File: src/rtl/tpu_acc_pkg.sv
`default_nettype none
// ============================================================================
// Module   : tpu_acc_pkg
// Purpose  : Shared defaults and FSM encoding for the accumulation-FIFO drain
//            path (FIFO bank read side -> global buffer writer).
// Contents : c_PE_SIZE, c_DATA_WIDTH, c_FIFO_DEPTH, c_ADDR_WIDTH defaults;
//            drain controller state encodings.
// Revision : 1.0  initial release
// ============================================================================
package tpu_acc_pkg;

    // Default geometry of the PE array / accumulation FIFO bank.
    localparam int c_PE_SIZE    = 16;
    localparam int c_DATA_WIDTH = 32;
    localparam int c_FIFO_DEPTH = 64;
    localparam int c_ADDR_WIDTH = 10;

    // Drain controller states. Two bits cover all four states.
    localparam logic [1:0] c_ST_IDLE  = 2'd0;
    localparam logic [1:0] c_ST_DRAIN = 2'd1;
    localparam logic [1:0] c_ST_FLUSH = 2'd2;
    localparam logic [1:0] c_ST_DONE  = 2'd3;

endpackage : tpu_acc_pkg
`default_nettype wire

File: src/rtl/acc_drain_skid.sv
`default_nettype none
// ============================================================================
// Module   : acc_drain_skid
// Purpose  : Two-entry skid buffer between the FIFO bank read data and the
//            GLB write port. Entry 0 is always the head, so the GLB side
//            reads a fixed register and needs no read pointer.
// Ports    : clk, rst_n     clock / asynchronous active-low reset
//            push, push_data write one entry (returning FIFO row)
//            pop             remove head entry (GLB handshake)
//            occ             number of valid entries (0..2)
//            head            head entry data (stale when occ == 0)
// Revision : 1.0  initial release
// ============================================================================
module acc_drain_skid
    import tpu_acc_pkg::*;
#(
    parameter int WIDTH = c_DATA_WIDTH * c_PE_SIZE
) (
    input  logic             clk,
    input  logic             rst_n,
    input  logic             push,
    input  logic [WIDTH-1:0] push_data,
    input  logic             pop,
    output logic [1:0]       occ,
    output logic [WIDTH-1:0] head
);

    logic [WIDTH-1:0] r_entry0;
    logic [WIDTH-1:0] r_entry1;
    logic [1:0]       r_occ;

    // The controller guarantees push never lands on a full buffer unless a
    // pop happens in the same cycle, and pop is only ever issued when the
    // buffer is non-empty, so the cases below are exhaustive for legal use.
    always_ff @(posedge clk or negedge rst_n) begin
        if (!rst_n) begin
            r_entry0 <= '0;
            r_entry1 <= '0;
            r_occ    <= 2'd0;
        end else begin
            case ({push, pop})
                2'b10: begin
                    if (r_occ == 2'd0) begin
                        r_entry0 <= push_data;
                    end else begin
                        r_entry1 <= push_data;
                    end
                    r_occ <= r_occ + 2'd1;
                end
                2'b01: begin
                    r_entry0 <= r_entry1;
                    r_occ    <= r_occ - 2'd1;
                end
                2'b11: begin
                    // Occupancy unchanged: head leaves, new data joins at
                    // the tail, which is entry 0 if that was the only entry.
                    if (r_occ == 2'd2) begin
                        r_entry0 <= r_entry1;
                        r_entry1 <= push_data;
                    end else begin
                        r_entry0 <= push_data;
                    end
                end
                default: begin
                end
            endcase
        end
    end

    assign occ  = r_occ;
    assign head = r_entry0;

endmodule : acc_drain_skid
`default_nettype wire

File: src/rtl/acc_drain_ctrl.sv
`default_nettype none
// ============================================================================
// Module   : acc_drain_ctrl
// Purpose  : Read-side controller of the accumulation FIFO bank. On start it
//            reads num_rows psum rows (all lanes in lockstep), buffers them
//            in a 2-entry skid buffer and writes them, one row per GLB word,
//            to consecutive GLB addresses starting at base_addr, honouring
//            GLB back-pressure. Pulses done_o after the last GLB write.
// Ports    : clk, rst_n             clock / asynchronous active-low reset
//            start_i                one-cycle drain command (IDLE only)
//            num_rows_i             rows to drain (clamped to FIFO_DEPTH)
//            base_addr_i            GLB address of the first row
//            rden_o                 per-lane FIFO read enables (identical)
//            psum_row_i             FIFO read data, valid 1 cycle after rden
//            glb_wren_o/glb_ready_i GLB write valid / ready handshake
//            glb_addr_o/glb_wdata_o GLB write address / data
//            busy_o                 drain in progress
//            done_o                 one-cycle completion pulse
// Revision : 1.0  initial release
// ============================================================================
module acc_drain_ctrl
    import tpu_acc_pkg::*;
#(
    parameter int PE_SIZE    = c_PE_SIZE,
    parameter int DATA_WIDTH = c_DATA_WIDTH,
    parameter int FIFO_DEPTH = c_FIFO_DEPTH,
    parameter int ADDR_WIDTH = c_ADDR_WIDTH,
    parameter int CNT_WIDTH  = $clog2(FIFO_DEPTH) + 1
) (
    input  logic                          clk,
    input  logic                          rst_n,
    input  logic                          start_i,
    input  logic [CNT_WIDTH-1:0]          num_rows_i,
    input  logic [ADDR_WIDTH-1:0]         base_addr_i,
    output logic [PE_SIZE-1:0]            rden_o,
    input  logic [DATA_WIDTH*PE_SIZE-1:0] psum_row_i,
    output logic                          glb_wren_o,
    input  logic                          glb_ready_i,
    output logic [ADDR_WIDTH-1:0]         glb_addr_o,
    output logic [DATA_WIDTH*PE_SIZE-1:0] glb_wdata_o,
    output logic                          busy_o,
    output logic                          done_o
);

    localparam int                   c_ROW_W     = DATA_WIDTH * PE_SIZE;
    localparam logic [CNT_WIDTH-1:0] c_MAX_ROWS  = CNT_WIDTH'(FIFO_DEPTH);

    // ------------------------------------------------------------------
    // Registered state
    // ------------------------------------------------------------------
    logic [1:0]            r_state;
    logic [CNT_WIDTH-1:0]  r_num_rows;
    logic [ADDR_WIDTH-1:0] r_base;
    logic [CNT_WIDTH-1:0]  r_issued;
    logic [CNT_WIDTH-1:0]  r_written;
    logic                  r_inflight;

    // ------------------------------------------------------------------
    // Combinational signals
    // ------------------------------------------------------------------
    logic [1:0]            w_state_next;
    logic [CNT_WIDTH-1:0]  w_num_rows_clamped;
    logic [CNT_WIDTH-1:0]  w_written_next;
    logic [1:0]            w_occ;
    logic [c_ROW_W-1:0]    w_head;
    logic                  w_wren;
    logic                  w_pop;
    logic                  w_issue;
    logic                  w_start_accept;

    assign w_start_accept     = (r_state == c_ST_IDLE) && start_i;
    assign w_num_rows_clamped = (num_rows_i > c_MAX_ROWS) ? c_MAX_ROWS : num_rows_i;

    // GLB side: head of the skid buffer is presented whenever it holds data.
    assign w_wren         = (w_occ != 2'd0);
    assign w_pop          = w_wren && glb_ready_i;
    assign w_written_next = r_written + CNT_WIDTH'(w_pop);

    // Issue a read only if the row it returns is guaranteed a slot: rows
    // already buffered plus the one still in flight, minus the one leaving
    // this cycle, must leave at least one free entry. This admits one row
    // per cycle in steady state (occ=1, inflight=1, pop=1) and can never
    // overflow the two entries.
    assign w_issue = (r_state == c_ST_DRAIN)
                  && (r_issued < r_num_rows)
                  && (({1'b0, w_occ} + {2'b00, r_inflight}) < (3'd2 + {2'b00, w_pop}));

    // ------------------------------------------------------------------
    // Skid buffer: the registered FIFO read returns data the cycle after
    // rden, which is exactly when r_inflight is high.
    // ------------------------------------------------------------------
    acc_drain_skid #(
        .WIDTH (c_ROW_W)
    ) u_skid (
        .clk       (clk),
        .rst_n     (rst_n),
        .push      (r_inflight),
        .push_data (psum_row_i),
        .pop       (w_pop),
        .occ       (w_occ),
        .head      (w_head)
    );

    // ------------------------------------------------------------------
    // Next-state logic
    // ------------------------------------------------------------------
    always_comb begin
        w_state_next = r_state;
        case (r_state)
            c_ST_IDLE: begin
                if (start_i) begin
                    w_state_next = (w_num_rows_clamped == '0) ? c_ST_DONE : c_ST_DRAIN;
                end
            end
            c_ST_DRAIN: begin
                if (r_issued == r_num_rows) begin
                    w_state_next = c_ST_FLUSH;
                end
            end
            c_ST_FLUSH: begin
                // Look at the post-handshake count so done follows the last
                // GLB write by exactly one cycle.
                if (w_written_next == r_num_rows) begin
                    w_state_next = c_ST_DONE;
                end
            end
            c_ST_DONE: begin
                w_state_next = c_ST_IDLE;
            end
            default: begin
                w_state_next = c_ST_IDLE;
            end
        endcase
    end

    // ------------------------------------------------------------------
    // State, command latches and counters
    // ------------------------------------------------------------------
    always_ff @(posedge clk or negedge rst_n) begin
        if (!rst_n) begin
            r_state    <= c_ST_IDLE;
            r_num_rows <= '0;
            r_base     <= '0;
            r_issued   <= '0;
            r_written  <= '0;
            r_inflight <= 1'b0;
        end else begin
            r_state    <= w_state_next;
            r_inflight <= w_issue;
            if (w_start_accept) begin
                r_num_rows <= w_num_rows_clamped;
                r_base     <= base_addr_i;
                r_issued   <= '0;
                r_written  <= '0;
            end else begin
                if (w_issue) begin
                    r_issued <= r_issued + 1'b1;
                end
                if (w_pop) begin
                    r_written <= r_written + 1'b1;
                end
            end
        end
    end

    // ------------------------------------------------------------------
    // Outputs
    // ------------------------------------------------------------------
    assign rden_o      = {PE_SIZE{w_issue}};
    assign glb_wren_o  = w_wren;
    assign glb_wdata_o = w_head;
    // Address width arithmetic wraps naturally modulo 2^ADDR_WIDTH.
    assign glb_addr_o  = r_base + ADDR_WIDTH'(r_written);
    assign busy_o      = (r_state == c_ST_DRAIN) || (r_state == c_ST_FLUSH);
    assign done_o      = (r_state == c_ST_DONE);

endmodule : acc_drain_ctrl
`default_nettype wire
File: config.mk
export PLATFORM = sky130hd
export DESIGN_NAME = acc_drain_ctrl
export DESIGN_NICKNAME = d
export VERILOG_FILES = /design/src/rtl/tpu_acc_pkg.sv /design/src/rtl/acc_drain_skid.sv /design/src/rtl/acc_drain_ctrl.sv
export SDC_FILE = /design/constraint.sdc
export NUM_CORES = 2
export LEC_CHECK = 0
export CORE_AREA = 2 2 417 419
export CTS_CLUSTER_DIAMETER = 120
export CTS_CLUSTER_SIZE = 16
export DETAILED_ROUTE_END_ITERATION = 8
export DIE_AREA = 0 0 419 421
export GPL_TIMING_DRIVEN = 0
export SETUP_SLACK_MARGIN = 0.2
export SLEW_MARGIN = 30
export SYNTH_ARGS = -nofsm -noshare
export SYNTH_HDL_FRONTEND = slang
export SYNTH_HIERARCHICAL = 1
export SYNTH_SLANG_ARGS = --single-unit
File: constraint.sdc
create_clock -name clk -period 4.3 [get_ports clk]
set_input_delay 1.29 -clock clk [delete_from_list [all_inputs] [get_ports clk]]
set_output_delay 1.29 -clock clk [all_outputs]
set_load 0.02 [all_outputs]
* Yosys cells after proc, flatten, opt, wreduce, memory -nomap -nowiden
Index checks and enable logic that the tools add are counted.
** Word-level totals
- Flip-flop bits (word level) :: 1060
- Output and inout bits :: 541
- Word-level logic and storage cells :: 69
** Operators by class
- Add/sub/neg operators :: 8
- Order comparisons :: 3
- Equality and inequality tests :: 15
- Multiplexer cells :: 17
- Reductions and logical operators :: 17
** Operator list (number)
- $mux 512 :: 4
- $pmux 512 s3 :: 1
- $pmux 512 s2 :: 1
- $mux 7 :: 5
- $add 7x1->7 const B :: 2
- $eq 7x7->1 :: 2
- $add 10x7->10 :: 1
- $eq 2x2->1 const B :: 5
- $reduce_bool 2->1 :: 5
- $mux 2 :: 4
- $ne 2x2->1 const B :: 4
- $pmux 2 s4 :: 1
- $add 7x1->7 :: 1
- $gt 7x7->1 const B :: 1
- $logic_not 7->1 :: 1
- $lt 7x7->1 :: 1
- $reduce_and 3->1 :: 2
- $eq 2x1->1 const B :: 2
- $logic_and 1x1->1 :: 4
- $logic_not 2->1 :: 2
- $ne 2x1->1 const B :: 2
- $pmux 2 s2 :: 1
- $add 2x1->3 :: 1
- $add 2x1->3 const A :: 1
- 6 further kinds :: 6

* Logic depth before layout (Yosys ltp)
- Depth in word-level cells :: 7
- Mapped depth :: 10
- Gate-level depth less buffers :: 10

* By module
Netlist, hierarchy kept.
** Modules (own cells, without submodules)
- acc_drain_skid :: times used 1, cells each 4569, area an instance 55231.7 um^2, seq. area each 25674.6 um^2
- acc_drain_ctrl :: times used 1, cells each 271, area an instance 2382.3 um^2, seq. area each 850.8 um^2

* Worst setup path after synthesis
OpenSTA, ideal clock, no wires.
- Kind :: input -> output
- From :: in glb_ready_i
- To :: out rden_o[0]
- Arrival time :: 3.074 ns
- Slack :: -0.064 ns
- Stages :: 5
- Path through :: o21ai_2 > o21ai_0 > nand2_1 > nor3_1 > buf_4
** Between the ends
- Cells in the longest elaborated chain, start to end :: 4
** Ends and longest elaborated chain
- start, declared :: RTL line acc_drain_ctrl.sv:38 : input logic glb_ready_i,
- $logic_and 1x1->1 :: RTL line acc_drain_ctrl.sv:76 : assign w_pop = w_wren && glb_ready_i;
- $add 2x1->3 :: RTL line acc_drain_ctrl.sv:86 : && (({1'b0, w_occ} + {2'b00, r_inflight}) < (3'd2 + {2'b00, w_pop}));
- $lt 3x3->1 :: RTL line acc_drain_ctrl.sv:86
- $logic_and 1x1->1 :: RTL line acc_drain_ctrl.sv:86
- end, declared :: RTL line acc_drain_ctrl.sv:35 : output logic [PE_SIZE-1:0] rden_o,
No other way between the ends.

* Worst setup path in the final report
- From :: reg r_written[1]
- To :: out glb_addr_o[9]
** Between the ends
- Cells in the longest elaborated chain, start to end :: 1
** Ends and longest elaborated chain
- start, declared :: RTL line acc_drain_ctrl.sv:55 : logic [CNT_WIDTH-1:0] r_written;
- start signal, assigned :: RTL line acc_drain_ctrl.sv:160 : r_written <= r_written + 1'b1;
- $add 10x7->10 :: RTL line acc_drain_ctrl.sv:173 : assign glb_addr_o = r_base + ADDR_WIDTH'(r_written);
- end, declared :: RTL line acc_drain_ctrl.sv:39 : output logic [ADDR_WIDTH-1:0] glb_addr_o,
No other way between the ends.

==> results.yml <==
synth:
  synth.most_common_cell: "dfrtp_1"
  synth_edf_count: 0
  syn_area_um2: 57600
  synthDistinctLibCells: 54
  ys_ff_latch: 1060
  synth-seq-area-share: 0.460
  ys_top_cells_by_count: "dfrtp_1 (1,060), mux2_2 (547), nor2_1 (528)"
  yosys_warnings: 6
  yosys.area.top_type: "dfrtp_1"
  synthTopCellsByArea: "dfrtp_1 (46%), mux2_2 (11%), a221oi_2 (8.0%)"
  synthArstFlopShare: 1.00
  avgSynthCellArea_um2: 11.9
  syn_nets: 5403
  synthCells: 4840
  yosysTopAreaCellShare: 0.460
  synth_ff_type: "dfrtp_1"
critical_path:
  critPathLaunch: "r_written[1]$_DFFE_PN0P_"
  crit_chain: "ha_1 -> a21o_1 -> a21oi_4 -> o2111ai_1 -> a21oi_2 -> nor2_1 -> xor2_1 -> buf_4"
  crit_family: "compound AO/OA/AOI/OAI gates"
  cp_max_fo: 3
  end_kind: "output port"
  path_buf_inv: 1
  r2r_start: "u_skid/occ[0]$_DFFE_PN0P_"
  crit_arrival_ns: 2.72
  slowest_delay_ns: 0.43
  critPathRequiredTime_ns: 3.01
  crit_type: "reg2out"
  cp_slowest_cell: "dfrtp_2"
  critPathLaunchType: "flop"
global_route:
  grt_usage: 0.244
  antenna_found_initial: 88
  grt_pass1_wl_mm: 324
  grt_overflow: 0
  met2_usage: 0.401
  grt_pass1_vias: 46380
  grt_util_met1: 0.300
  top_usage_layer: "met2"
  grt_start_max_net_pins: 126
  gr-usage-met3: 0.0501
placement:
  gp_congestion: 0.891
  dpl_cell_area_um2: 71600
  hpwl_mm: 165
  place_inst: 8251
  io_buffers: 1073
timing:
  max_slew_margin: 0.264
  layout_min_cycle_time_ns: 4.01
  fmax_ghz: 0.249
  worst_pin_slew_ns: 1.10
  finalHoldViolations: 0
  finalMaxSlewViolations: 0
  clock_skew_ns: 0.0428
  setup_viol: 0
  rsz0062_at_grt: "yes"
  post-route-period-util: 0.932
  holdWs_ns: 0.508
cts:
  holdBufCountCts: 0
  htreeDepth: 3
  clk_pin_slew_worst_paths_ns: 0.08
  clock_path_buffers: 3
  clk_latency_ns: 0.70
  clock_sinks: 1060
  cts_tree: "done"
  cts_root_buf: "clkbuf_16"
  cts_buffers: 78
power:
  total_power_w: 0.0437
  seqPwrFrac: 0.326
  p_int_w: 0.0253
  clkPwrFrac: 0.166
  swShare: 0.422
  p_leak_nw: 31.8
  ir_drop_uv: 523
  powerDensity_nw_per_um2: 589
  combPwrFrac: 0.508
  power_switching_w: 0.0184
floorplanning:
  initial_core_util: 0.334
  fp.dieArea_um2: 176000
  die_x_um: 419
  chipHeight_um: 421
  core_area_um2: 172000
  io_pins: 1074
  core.rowCount: 153
layout:
  area_growth_pct: 28.8
  stdcell_count: 8419
  fin_nets: 6589
  stdcell_area_um2: 74200
  n_fill_cell: 16320
  layout-drive-gt1-share: 0.245
flow_run:
  max-cap-violations: 0
routing:
  wl_per_cell_um: 26.5
  drc: 0
  ant_nets: 0
  drt_iter0_drc: 3291
  drtPass1Iterations: 5
  wl_mm: 223
  num_vias: 45886
  via_per_inst: 5.45
min_path:
  worstHoldPathType: "in2async"
status:
  run_status: "complete, no violations"
final cells by class:
cell class	instances	area, um2	share of cell area
diodes	58	145	0.00196
plain buffers	477	2640	0.0356
clock buffers	80	1980	0.0267
clock inverters	10	150	0.00202
inverters	24	90.1	0.00121
multi-input cells	3280	28500	0.384
flip-flops and latches	1060	26500	0.358
well taps	2325	2910	0.0392
repair buffers	1105	11200	0.152
metal layers:
layer | share of wire | vias to the layer above
met4 | 0.048 | 34
met3 | 0.058 | 372
met1 | 0.40 | 23672
met5 | 0.00095 | -
met2 | 0.49 | 1296
li1 | - | 20512
worst register-to-register path: stages (launching register included):
cell     delay (ns)
dfrtp_2        0.41
buf_4          0.16
o21ai_2        0.23
inv_1          0.20
ha_1           0.22
buf_2          0.22
nand2_1        0.10
o211a_1        0.13
buf_2          0.41
buf_2          0.52
buf_4          0.34
mux2_2         0.37
worst paths after layout:
kind,to,slack [ns],cells after the start
worst min register to register,r_base[2]$_DFFE_PN0P_,0.51,2
min in group clk,r_base[2]$_DFFE_PN0P_,0.51,2
worst max register to register,u_skid/r_entry1[127]$_DFFE_PN0P_,0.83,11
max in group asynchronous,u_skid/head[174]$_DFFE_PN0P_,1.11,5
worst max-delay path,glb_addr_o[9],0.29,8
worst min-delay path,u_skid/head[34]$_DFFE_PN0P_,0.51,1
stage by stage:
step | setup slack (ns) | utilization | setup TNS, ns
after floorplan | 0.435 | - | 0
after global placement | -50.50 | 0.413 | -
after detailed placement | -0.799 | 0.415 | -396.40
after CTS | 0.214 | 0.429 | 0
after global routing | 0.107 | 0.430 | 0
final | 0.290 | 0.430 | 0
flip-flops by register name (all words and copies together), names as in the netlist:
name / count
u_skid/head: 512
u_skid/r_entry1: 512
r_base: 10
r_issued: 7
r_num_rows: 7
r_written: 7
r_state: 2
u_skid/occ: 2
r_inflight: 1
cell families after synthesis:
group                    count (synthesis)  synth area share
AND/OR/NAND/NOR                       1128             0.109
multiplexers                          1027             0.213
flip-flops                            1060             0.460
XOR/XNOR                                27           0.00410
adder cells (fa/ha/maj)                 30           0.00665
buffers and inverters                  501            0.0470
AO/OA/AOI/OAI                         1067             0.160
timing repair:
item,CTS,global route
setup buffers,18,0
pin swaps,11,5
hold endpoints to repair,0,0
gates cloned,2,0
setup endpoints to repair,225,42
gates resized for setup,89,20
cells in the final DEF, fill, tap and decap left out, types with 27 or more instances in the layout:
| cell | instances |
|---|---|
| a21oi_1 | 515 |
| a221oi_1 | 202 |
| a221oi_2 | 307 |
| buf_1 | 60 |
| buf_2 | 140 |
| buf_4 | 85 |
| buf_6 | 55 |
| clkbuf_1 | 148 |
| clkbuf_16 | 79 |
| clkdlybuf4s50_1 | 1049 |
| dfrtp_1 | 1057 |
| diode_2 | 58 |
| ha_1 | 27 |
| mux2_1 | 290 |
| mux2_2 | 547 |
| mux2_4 | 187 |
| nand2_1 | 47 |
| nor2_1 | 528 |
| nor3b_1 | 509 |
power by group through the flow:
stage                     sequential (W)  combinational [W]  clock [W]
after floorplan                   0.0171            0.00897          0
after global placement            0.0145             0.0219          0
after detailed placement          0.0144             0.0221          0
after CTS                         0.0142             0.0223    0.00751
after global routing              0.0145             0.0235    0.00784
final                             0.0142             0.0222    0.00725
(Power assumes the default switching activity.)
